<file path="src/rtl/tl_async_queue_source_param.sv">
// Source half of a TileLink async clock crossing: a DEPTH-entry register ring
// with a Gray-coded write index, a synchronised read index, occupancy and watermark.
module tl_async_queue_source_param #(
   parameter int DATA_W = 32,
   parameter int DEPTH  = 8,
   parameter int SYNC   = 3,
   parameter int HWM    = DEPTH - 1
) (
   input  logic                          clock,
   input  logic                          reset,
   input  logic                          io_enq_valid,
   output logic                          io_enq_ready,
   input  logic [DATA_W-1:0]             io_enq_bits,
   output logic [DEPTH*DATA_W-1:0]       io_async_mem,
   output logic [$clog2(DEPTH):0]        io_async_widx,
   input  logic [$clog2(DEPTH):0]        io_async_ridx,
   output logic                          io_async_safe_widx_valid,
   input  logic                          io_async_safe_ridx_valid,
   output logic                          io_async_safe_source_reset_n,
   input  logic                          io_async_safe_sink_reset_n,
   output logic [$clog2(DEPTH):0]        io_count,
   output logic                          io_hwm
);

   localparam int AW = $clog2(DEPTH);
   localparam int IW = AW + 1;
   localparam int PW = (AW > 0) ? AW : 1;
   localparam logic [IW-1:0] FULL_MASK = IW'(DEPTH | (DEPTH >> 1));

   logic [IW-1:0]     ridx_sync [SYNC];
   logic [SYNC-1:0]   ok_sync;
   logic [IW-1:0]     ridx_s;
   logic [IW-1:0]     ridx_bin;
   logic              sink_ok;

   logic [IW-1:0]     widx_bin;
   logic [IW-1:0]     widx_gray;
   logic [IW-1:0]     widx_bin_nxt;
   logic [IW-1:0]     count_nxt;
   logic [PW-1:0]     wptr;
   logic              full;
   logic              fire;
   logic              src_rst_q;
   logic              widx_valid_q;

   logic [DATA_W-1:0] mem [DEPTH];

   function automatic logic [IW-1:0] bin2gray(input logic [IW-1:0] b);
      return b ^ (b >> 1);
   endfunction

   function automatic logic [IW-1:0] gray2bin(input logic [IW-1:0] g);
      logic [IW-1:0] b;
      b = g;
      for (int unsigned i = 1; i < IW; i++) begin
         b = b ^ (g >> i);
      end
      return b;
   endfunction

   // Both async inputs go through SYNC flops before any use in this domain.
   always_ff @(posedge clock or negedge reset) begin
      if (!reset) begin
         for (int unsigned i = 0; i < SYNC; i++) begin
            ridx_sync[i] <= '0;
         end
         ok_sync <= '0;
      end else begin
         ridx_sync[0] <= io_async_ridx;
         for (int unsigned i = 1; i < SYNC; i++) begin
            ridx_sync[i] <= ridx_sync[i-1];
         end
         ok_sync <= {ok_sync[SYNC-2:0],
                     io_async_safe_ridx_valid & io_async_safe_sink_reset_n};
      end
   end

   assign ridx_s   = ridx_sync[SYNC-1];
   assign sink_ok  = ok_sync[SYNC-1];
   assign ridx_bin = gray2bin(ridx_s);

   // Reset status leads index validity by one edge so the sink sees a clean order.
   always_ff @(posedge clock or negedge reset) begin
      if (!reset) begin
         src_rst_q    <= 1'b0;
         widx_valid_q <= 1'b0;
      end else begin
         src_rst_q    <= 1'b1;
         widx_valid_q <= src_rst_q;
      end
   end

   assign io_async_safe_source_reset_n = src_rst_q;
   assign io_async_safe_widx_valid     = widx_valid_q;

   always_comb begin
      full         = (widx_gray == (ridx_s ^ FULL_MASK));
      io_enq_ready = sink_ok & ~full & widx_valid_q;
      fire         = io_enq_valid & io_enq_ready;
      widx_bin_nxt = widx_bin + IW'(1);
      count_nxt    = widx_bin - ridx_bin;
      wptr         = PW'(widx_bin & IW'(DEPTH - 1));
   end

   // Loss of the sink rewinds the ring to index 0; stale entries stay in place.
   always_ff @(posedge clock or negedge reset) begin
      if (!reset) begin
         widx_bin  <= '0;
         widx_gray <= '0;
         io_count  <= '0;
         io_hwm    <= 1'b0;
      end else if (!sink_ok) begin
         widx_bin  <= '0;
         widx_gray <= '0;
         io_count  <= '0;
         io_hwm    <= 1'b0;
      end else begin
         if (fire) begin
            widx_bin  <= widx_bin_nxt;
            widx_gray <= bin2gray(widx_bin_nxt);
         end
         io_count <= count_nxt;
         io_hwm   <= (count_nxt >= IW'(HWM));
      end
   end

   assign io_async_widx = widx_gray;

   always_ff @(posedge clock or negedge reset) begin
      if (!reset) begin
         for (int unsigned i = 0; i < DEPTH; i++) begin
            mem[i] <= '0;
         end
      end else if (fire) begin
         mem[wptr] <= io_enq_bits;
      end
   end

   for (genvar g = 0; g < DEPTH; g++) begin : g_mem
      assign io_async_mem[g*DATA_W +: DATA_W] = mem[g];
   end

endmodule
</file>
<file path="config.mk">
export PLATFORM = sky130hd
export DESIGN_NAME = tl_async_queue_source_param
export DESIGN_NICKNAME = d
export VERILOG_FILES = /design/src/rtl/tl_async_queue_source_param.sv
export SDC_FILE = /design/constraint.sdc
export NUM_CORES = 1
export LEC_CHECK = 0
export CORE_MARGIN = 2
export CORE_UTILIZATION = 40
export DETAILED_ROUTE_END_ITERATION = 8
export DONT_BUFFER_PORTS = 1
export PLACE_DENSITY = 0.6
export SYNTH_ARGS = -nofsm -noshare
export SYNTH_HDL_FRONTEND = slang
export SYNTH_SLANG_ARGS = --single-unit
</file>
<file path="constraint.sdc">
create_clock -name clock -period 2.87 [get_ports clock]
set_input_delay 0.7175 -clock clock [delete_from_list [all_inputs] [get_ports clock]]
set_output_delay 0.7175 -clock clock [all_outputs]
set_load 0.05 [all_outputs]
</file>
==> metrics.md, run 1 <==
| Metric | Value |
|---|---|
| Run status | `finished, violations left` |
| Violated checks | `hold timing` |
| Clock Tree Root | `clkbuf_16` |
| CTS sink cnt | `approximately 290` |
| Critical Path RT | `2.15 ns` |
| Final hold vios | `around 150` |
| P_leak | `~6.1 nW` |
| Main synth FF type | `dfrtp_1` |
| Synth top area share | `0.649` |
| P&R area growth vs syn | `13.4%` |
| Vias | `around 5,400` |
| Kind of critical path | `reg2out` |
| Initial antenna violation count | `0` |
| Via/cell ratio | `between 5 and 6` |
| Worst Skew | `0.00935 ns` |
| MaxCap Viol Count | `0` |
| DR pass1 iterations | `4` |
| Hpwl dp | `about 17,000 um` |
| First-pass GRT wire length | `roughly 40,000 um` |
| Register area | `7140 um2` |
| Max incr delay on CP | `around 0.55 ns` |
| Most Crowded Layer GR | `met2` |
| Clock slew at reported path FFs | `roughly 0.060 ns` |
| Met3 Usage GRT | `0.0700` |
| Drt drc | `0` |
| Number of synthesized flops with an enable pin | `0` |
| Fmax | `365 MHz` |
| Worst setup path start | `io_async_widx[2]` |
| Final Net Count | `714` |
| Finished Core Util | `0.462` |
| # fillers | `2,314` |
| Met2 Usage GRT | `0.312` |
| Cell taking the most area after synthesis | `dfrtp_1` |
| Largest cells by area after synthesis | `dfrtp_1 (65%), mux2_2 (19%), mux2_4 (8.2%), mux2_1 (1.3%), xnor2_1 (0.88%)` |
| Grt met1 use | `0.204` |
| WHS | `-0.132 ns` |
| GRT Util Overall | `0.178` |
| Setup WS post-layout | `about 0.13 ns` |
| TritonCTS clock tree | `built` |
| Area of the multi-input gates | `3670 um2` |
| H-tree depth | `1` |
| Die width | `about 170 um` |
| Syn_area_per_cell | `roughly 17 um2` |
| Slew Limit Fails | `0` |
| Max-slew headroom | `0.461` |
| Final worst-path cycle share | `0.955` |
| Starting Density | `0.408` |
| Fin crit period | `2.74 ns` |
| Wirelength per Cell | `between 20 and 25 um` |
| Rows | `60` |
| Routed Wire Length | `between 20,000 and 30,000 um` |
| Port Buffer Count | `0` |
| Total Power | `around 9.7 mW` |
| Die area | `between 20,000 and 30,000 um2` |
| RD Place Congestion | `roughly 0.74` |
| Sequential share of the synthesized area | `0.649` |
| Vias in the first global route | `6,179` |
| Synth Warn # | `0` |
| Maximum vdd drop | `about 0.44 mV` |
| N_diodes | `0` |
| Iter 0 DRT Violations | `between 200 and 250` |
| PwrDens | `just under 800 nW/um2` |
| Worst-margin pin slew | `slightly above 0.8 ns` |
| Cells after synthesis | `647` |
| Final setup viols | `0` |
| Number of synthesized register bits | `approximately 290` |
| Worst r2r src | `ridx_s[2]` |
| Die Y-Extent | `170 um` |
| Distinct cells, synth | `33` |
| Count leader, synth | `dfrtp_1` |
| Tightest Hold Check Type | `in2async` |
| Worst-path fanout max | `9` |
| Setup WS pre-CTS | `0.449 ns` |
| Worst EP arrival | `approximately 2.0 ns` |
| CP endpoint kind | `output port` |
| RSZ-0062 raised after global routing | `false` |
| Slowest library cell on the worst path | `dfrtp_2` |
| Syn_nets | `about 690` |
| Largest net degree at the start of global routing | `286` |
| Grt total ovfl | `0` |
| CP Cell Sequence | `xor2_1 -> and4_4 -> nor2_1 -> buf_4` |
| Cts bufs inserted | `29` |
| Asr flop ratio synth | `1.00` |
| CTS Buffer Depth | `3` |
| Core Box Area | `27,000 um2` |
| Synthesized area | `roughly 11,000 um2` |
| Layout cell share with drive strength beyond 1 | `0.472` |
| Top-Level Pins | `roughly 310` |
| TNS Setup | `0 ns` |
| Crit path launch type | `flop` |
| Synth cell count leaders | `dfrtp_1 (285), mux2_2 (183), mux2_4 (60)` |
| Antenna viol nets, final | `0` |
| Worst skew pair latency | `roughly 0.55 ns` |
==> sequential cells by signal, indices dropped and copies added (netlist names) <==
| signal | cells |
|---|---|
| io_count | 4 |
| widx_bin | 4 |
| io_async_safe_source_reset_n | 1 |
| ridx_sync | 8 |
| io_async_safe_widx_valid | 1 |
| ridx_s | 4 |
| io_hwm | 1 |
| ok_sync | 3 |
| io_async_mem | 256 |
| io_async_widx | 3 |
==> routing by layer <==
layer,wire (um),vias up
li1,-,2310
met2,12900,208
met3,2510,36
met5,0,-
met1,9620,2894
met4,599,0
==> power by group <==
part	switching [mW]	leakage (nW)	internal, mW
clock network	1.56	0.504	2.53
logic	0.106	1.84	0.251
registers	1.02	3.77	4.24
==> worst max-delay path, delay by kind of cell (launching register included) <==
family / cells / cell delay (ns)
buffers and inverters: 1 / 0.20
XOR/XNOR: 1 / 0.26
AND/OR/NAND/NOR: 2 / 0.47
flip-flops: 1 / 0.55
==> final cells by class <==
cell class	count	area share
repair buffers	21	0.0127
inverters	3	0.000904
well taps	341	0.0342
multi-input cells	328	0.295
flip-flops and latches	285	0.573
clock buffers	38	0.0650
clock inverters	15	0.0198
==> kinds of logic after synthesis <==
kind of cell	synth area share
AO/OA/AOI/OAI	0.00535
flip-flops	0.649
multiplexers	0.285
adder cells (fa/ha/maj)	0.00638
AND/OR/NAND/NOR	0.0231
XOR/XNOR	0.0112
other	0.000341
buffers and inverters	0.0197
==> what timing repair did <==
item                                    4_1_cts  5_1_grt
buffers inserted                              0        0
resized for setup                             3        0
endpoints found under the hold margin       285      285
endpoints found under the setup margin        1        0
==> placed cells by master (no fill, tap or decap), drive strengths merged, types with 2 or more instances in the layout <==
master / synthesis / final
dfrtp: 285 / 285
mux2: 256 / 256
clkbuf: 3 / 38
buf: 28 / 21
nand2: 12 / 12
xnor2: 11 / 11
nor3: 7 / 7
bufinv: 0 / 6
inv: 3 / 5
nand3: 4 / 4
o21ai: 4 / 4
ha: 4 / 4
clkinvlp: 0 / 4
xor2: 3 / 3
and2: 3 / 3
nor2b: 3 / 3
nand2b: 3 / 3
clkinv: 0 / 3
o211ai: 2 / 2
nand4: 2 / 2
or3: 2 / 2
or3b: 2 / 2
mux2i: 2 / 2
==> through the flow <==
stage               instance area (um2)  instances
global placement                  11400        978
global route                      12500       1031
CTS                               12500       1031
detailed placement                11400        978
finish                            12500       1031
floorplan                         11000        647
==> worst paths after layout <==
kind / endpoint / slack [ns] / cells past startpoint
hold reg to reg: ridx_sync[7] / 0.35 / 0
setup reg to reg: io_hwm / 0.45 / 8
min in group clock: ridx_sync[10] / 0.20 / 0
setup / recovery: io_enq_ready / 0.13 / 4
max in group asynchronous: io_async_mem[114] / 2.32 / 0
hold / removal: io_async_mem[215] / -0.13 / 0
Note: power is estimated with default switching activity, not from simulation.
==> run 2: changes to the inputs <==
--- a/config.mk
+++ b/config.mk
@@ -7,6 +7,7 @@
 export LEC_CHECK = 0
 export CORE_MARGIN = 2
 export CORE_UTILIZATION = 40
+export CTS_BUF_LIST = sky130_fd_sc_hd__clkbuf_8 sky130_fd_sc_hd__clkbuf_16
 export DETAILED_ROUTE_END_ITERATION = 8
 export DONT_BUFFER_PORTS = 1
 export PLACE_DENSITY = 0.6
==> run 2 against run 1 <==
  * The run still ends with hold timing left
  * Worst hold slack about the same
  * Sequential power about the same
  * First-iteration DRC count unchanged
  * Sequential share of layout area unchanged
  * Clock skew about the same
  * Combinational power about the same
  * Highest routed layer unchanged
  * Critical path type unchanged
  * Global-route usage unchanged
  * Design area unchanged
==> metrics.md, run 2 (same netlist as run 1, synthesis figures left out) <==
| Metric | Value |
|---|---|
| Run status | `finished, violations left` |
| Violated checks | `hold timing` |
| Clock slew at reported path FFs | `~0.060 ns` |
| P_leak | `6.13 nW` |
| P&R area growth vs syn | `13.4%` |
| Die width | `approximately 170 um` |
| DR WL met3 | `2510 um` |
| Rows | `60` |
| CP endpoint kind | `output port` |
| Layout cell share with drive strength beyond 1 | `0.472` |
| TritonCTS clock tree | `built` |
| Switch Pwr | `roughly 2.7 mW` |
| Kind of critical path | `reg2out` |
| Max-slew headroom | `0.503` |
| Fin crit period | `around 2.7 ns` |
| DR pass1 iterations | `4` |
| Grt total ovfl | `0` |
| Worst EP arrival | `between 2 and 2.5 ns` |
| Maximum vdd drop | `0.436 mV` |
| First-pass GRT wire length | `between 30,000 and 40,000 um` |
| Slowest library cell on the worst path | `dfrtp_2` |
| CTS sink cnt | `around 290` |
| Fin area | `12,500 um2` |
| Antenna viol nets, final | `0` |
| Reg-to-reg slack, setup | `around 0.45 ns` |
| Wirelength per Cell | `~25 um` |
| Top-Level Pins | `between 300 and 400` |
| Final Instance Count excl. Fillers | `1,031` |
| Port Buffer Count | `0` |
| MaxCap Viol Count | `0` |
| Number of flip-flops under the largest register name | `256` |
| Gate power share | `0.037` |
| Fmax | `approximately 360 MHz` |
| Slew Limit Fails | `0` |
| DR top layer | `met4` |
| Die area | `around 29,000 um2` |
| Clk pwr share | `0.420` |
| CTS Buffer Depth | `3` |
| N_diodes | `0` |
| Die Y-Extent | `approximately 170 um` |
| Critical Path RT | `~2.2 ns` |
| Initial antenna violation count | `0` |
| RD Place Congestion | `0.741` |
| Drt drc | `0` |
| Routed Wire Length | `25,700 um` |
| Largest net degree at the start of global routing | `286` |
| Starting Density | `0.408` |
| CP bufs+invs | `1` |
| Cts bufs inserted | `29` |
| Post-CTS Setup Inserts | `0` |
| Final worst-path cycle share | `0.955` |
| CP Cell Sequence | `xor2_1 -> and4_4 -> nor2_1 -> buf_4` |
| Kind of cell adding the most delay to the critical path | `flip-flops` |
| Clock Tree Root | `clkbuf_16` |
| H-tree depth | `1` |
| Final hold vios | `~170` |
| WHS | `-0.132 ns` |
| PwrDens | `just under 800 nW/um2` |
| Wl on met1 | `slightly below 10,000 um` |
| Internal Dissipation | `7.00 mW` |
| Worst-path fanout max | `9` |
| Crit path launch type | `flop` |
| Worst skew pair latency | `0.55 ns` |
| RSZ-0062 raised after global routing | `false` |
| Tightest Hold Check Type | `in2async` |
| Placed inst area | `~11,000 um2` |
| Vias | `5,444` |
| Via/cell ratio | `5.28` |
| Max incr delay on CP | `between 0.5 and 0.6 ns` |
| Setup WS post-layout | `0.129 ns` |
| Final Net Count | `between 700 and 800` |
| Setup WS pre-CTS | `roughly 0.45 ns` |
| Net Sw Frac | `0.277` |
| Vias in the first global route | `6,179` |
| Worst-margin pin slew | `approximately 0.75 ns` |
| Worst Skew | `0.00943 ns` |
| Reg power frac | `0.543` |
| Most frequent cells in the layout | `dfrtp_1 (282), mux2_2 (183), mux2_4 (60), clkbuf_16 (29), buf_4 (21)` |
| Total Power | `roughly 9.7 mW` |
| Hpwl dp | `~17,000 um` |
| TNS Setup | `0 ns` |
| Finished Core Util | `0.462` |
| Most common cell after layout, fill and taps aside | `dfrtp_1` |
| Iter 0 DRT Violations | `217` |
| GRT Util Overall | `0.178` |
| Final setup viols | `0` |
| DR WL met2 | `approximately 13,000 um` |
| Placed insts | `about 980` |
| Core Box Area | `27,000 um2` |
==> run 2: changes by cell type in the layout (fill, tap and decap cells not counted) <==
cell / before / now
inv_1: 3 / 7
clkbuf_1: 4 / 0
==> run 2: worst paths after layout <==
kind | startpoint | endpoint | depth (start not counted)
setup / recovery | io_async_widx[2] | io_enq_ready | 4
min in group clock | io_async_ridx[2] | ridx_sync[10] | 0
hold reg to reg | ridx_sync[11] | ridx_sync[7] | 0
max in group asynchronous | reset | io_async_mem[114] | 0
hold / removal | reset | io_async_mem[215] | 0
setup reg to reg | ridx_s[2] | io_hwm | 8
==> run 2: layer usage <==
layer,GRT usage,vias to the layer above
met1,0.204,2889
li1,-,2311
met2,0.312,208
met3,0.0700,36
met5,0,-
met4,0.0446,0
==> run 2: what timing repair did <==
action | CTS | global route
endpoints found under the hold margin | 285 | 285
resized for setup | 3 | 0
endpoints found under the setup margin | 1 | 0
==> run 2: final cells by class <==
| type | instances | area, um2 |
|---|---|---|
| Fill cell | 2314 | 14500 |
| Sequential cell | 285 | 7140 |
| Multi-Input combinational cell | 328 | 3670 |
| Clock buffer | 34 | 795 |
| Tap cell | 341 | 427 |
| Clock inverter | 19 | 262 |
| Timing Repair Buffer | 21 | 158 |
| Inverter | 3 | 11.3 |
==> run 2: worst reg2reg max path, cell delays in order (launching register included) <==
cell	delay, ns
dfrtp_1	0.40
xnor2_1	0.28
xor2_1	0.30
xnor2_1	0.16
ha_1	0.20
nor2b_1	0.06
o21a_1	0.18
or4b_2	0.65
o211ai_1	0.12
==> run 2: power by group through the flow <==
stage | logic, mW | clock network, mW | registers (mW)
floorplan | 0.315 | 0 | 5.25
global placement | 0.339 | 0 | 5.34
detailed placement | 0.361 | 0 | 5.34
CTS | 0.362 | 4.17 | 5.27
global route | 0.394 | 4.35 | 5.29
finish | 0.357 | 4.07 | 5.26
==> run 3: changes to the inputs <==
--- a/config.mk
+++ b/config.mk
@@ -6,11 +6,11 @@
 export NUM_CORES = 1
 export LEC_CHECK = 0
 export CORE_MARGIN = 2
-export CORE_UTILIZATION = 40
+export CORE_UTILIZATION = 45
 export CTS_BUF_LIST = sky130_fd_sc_hd__clkbuf_8 sky130_fd_sc_hd__clkbuf_16
 export DETAILED_ROUTE_END_ITERATION = 8
 export DONT_BUFFER_PORTS = 1
-export PLACE_DENSITY = 0.6
+export PLACE_DENSITY = 0.66
 export SYNTH_ARGS = -nofsm -noshare
 export SYNTH_HDL_FRONTEND = slang
 export SYNTH_SLANG_ARGS = --single-unit
==> run 3 against run 2 <==
  * The flow still finishes with violations (hold timing)
  * Sequential cell count unchanged
  * Worst setup slack improved by 0.097 ns
  * Global-route usage increased by 1.6 points
  * Design area decreased by 1.1%
  * First-iteration DRC count increased by 25%
  * Largest power group unchanged
  * Highest routed layer unchanged
==> metrics.md, run 3 (same netlist as run 1, synthesis figures left out) <==
| Metric | Value |
|---|---|
| TritonCTS clock tree | `built` |
| Maximum vdd drop | `between 0.4 and 0.5 mV` |
| GRT Util Overall | `0.194` |
| Run status | `finished, violations left` |
| Wirelength per Cell | `24.6 um` |
| Tightest Hold Check Type | `in2async` |
| RSZ-0062 raised after global routing | `false` |
| Largest net degree at the start of global routing | `roughly 290` |
| Port Buffer Count | `0` |
| Cts bufs inserted | `28` |
| PwrDens | `roughly 750 nW/um2` |
| Die Y-Extent | `approximately 160 um` |
| Final worst-path cycle share | `0.921` |
| CP endpoint kind | `output port` |
| MaxCap Viol Count | `0` |
| Iter 0 DRT Violations | `272` |
| Initial antenna violation count | `0` |
| CTS sink cnt | `285` |
| Die width | `160 um` |
| Violated checks | `hold timing` |
| Fin crit period | `about 2.6 ns` |
| Drt drc | `0` |
| Vias | `around 5,500` |
| Post-CTS sizing | `0` |
| Rows | `57` |
| N_diodes | `0` |
| CTS Buffer Depth | `3` |
| Setup WS post-layout | `between 0.2 and 0.25 ns` |
| Fmax | `378 MHz` |
| Layout cell share with drive strength beyond 1 | `0.467` |
| Vias in the first global route | `approximately 6,000` |
| Worst-margin pin slew | `0.868 ns` |
| H-tree depth | `1` |
| Total Power | `between 9 and 10 mW` |
| Fin area | `about 12,000 um2` |
| Setup WS pre-CTS | `between 0.4 and 0.5 ns` |
| Die area | `between 20,000 and 30,000 um2` |
| RD Place Congestion | `roughly 0.80` |
| Number of flip-flops under the largest register name | `256` |
| Most common cell after layout, fill and taps aside | `dfrtp_1` |
| Clock Tree Root | `clkbuf_16` |
| Antenna viol nets, final | `0` |
| Post-CTS Setup Inserts | `0` |
| Via/cell ratio | `5.47` |
| Worst skew pair latency | `0.53 ns` |
| WHS | `-0.116 ns` |
| Crit path launch type | `flop` |
| Clock slew at reported path FFs | `approximately 0.06 ns` |
| P&R area growth vs syn | `12.1%` |
| Final Net Count | `around 710` |
| Final setup viols | `0` |
| DR pass1 iterations | `4` |
| Worst-path fanout max | `9` |
| Core Box Area | `between 20,000 and 25,000 um2` |
| Placed inst area | `11,400 um2` |
| Hpwl dp | `about 17,000 um` |
| Starting Density | `0.454` |
| P_leak | `a little over 6 nW` |
| Grt total ovfl | `0` |
| Kind of critical path | `reg2out` |
| Most frequent cells in the layout | `dfrtp_1 (285), mux2_2 (183), mux2_4 (60), clkbuf_16 (29), buf_4 (21)` |
| Finished Core Util | `0.510` |
| Critical Path RT | `2.15 ns` |
| Routed Wire Length | `between 20,000 and 25,000 um` |
| Top-Level Pins | `309` |
| Worst Skew | `~0.005 ns` |
| Slew Limit Fails | `0` |
| Final hold vios | `roughly 290` |
| Max-slew headroom | `0.413` |
| First-pass GRT wire length | `approximately 39,000 um` |
| TNS Setup | `0 ns` |
| Worst EP arrival | `1.93 ns` |
-- run 3: cell types whose count changed in the layout (fill, tap and decap cells not counted), moves of 2 or more --
cell        delta
bufinv_16      -4
clkinv_2       +7
clkinvlp_4     -3
dfrtp_1        +3
dfrtp_2        -3
inv_6          -2
-- run 3: routing by layer --
| metal | share of wire | global-route usage | wire, um | vias up |
|---|---|---|---|---|
| met3 | 0.10 | 0.0719 | 2490 | 46 |
| li1 | - | - | - | 2306 |
| met4 | 0.026 | 0.0594 | 648 | 0 |
| met1 | 0.39 | 0.236 | 9620 | 2955 |
| met2 | 0.49 | 0.322 | 12100 | 225 |
| met5 | 0 | 0 | 0 | - |
-- run 3: power breakdown --
group | switching, mW | internal, mW | leakage (nW)
logic | 0.108 | 0.251 | 1.85
clock network | 1.46 | 2.13 | 0.473
registers | 1.04 | 4.24 | 3.77
total | 2.60 | 6.62 | 6.10
-- run 3: final timing paths --
kind | endpoint | cells after the start | slack [ns] | start
worst max-delay path | io_enq_ready | 4 | 0.23 | ridx_s[3]
worst min-delay path | ridx_sync[7] | 0 | -0.12 | reset
min in group clock | ridx_sync[11] | 0 | 0.21 | io_async_ridx[3]
max in group asynchronous | io_async_mem[206] | 0 | 2.57 | reset
worst min register to register | ridx_sync[6] | 0 | 0.35 | ridx_sync[10]
worst max register to register | io_hwm | 8 | 0.47 | ridx_s[2]
-- run 3: final cells by class --
type | instances | area, um2
fillers | 1961 | 11900
repair buffers | 22 | 178
clock buffers | 34 | 795
well taps | 324 | 405
multi-input cells | 328 | 3670
clock inverters | 15 | 124
flip-flops and latches | 285 | 7130
inverters | 3 | 11.3
-- run 3: critical path, cell delays in order, from the launching register on --
cell	delay (ns)
dfrtp_1	0.40
xor2_1	0.30
and4_4	0.42
nor2_1	0.08
buf_4	0.20
-- run 3: metrics by stage --
| stage | hold WS (ns) | std cells |
|---|---|---|
| after floorplan | 0.331 | 647 |
| after global placement | 0.333 | 962 |
| after detailed placement | 0.335 | 962 |
| after CTS | -0.143 | 1011 |
| after global routing | -0.154 | 1011 |
| final | -0.116 | 1011 |
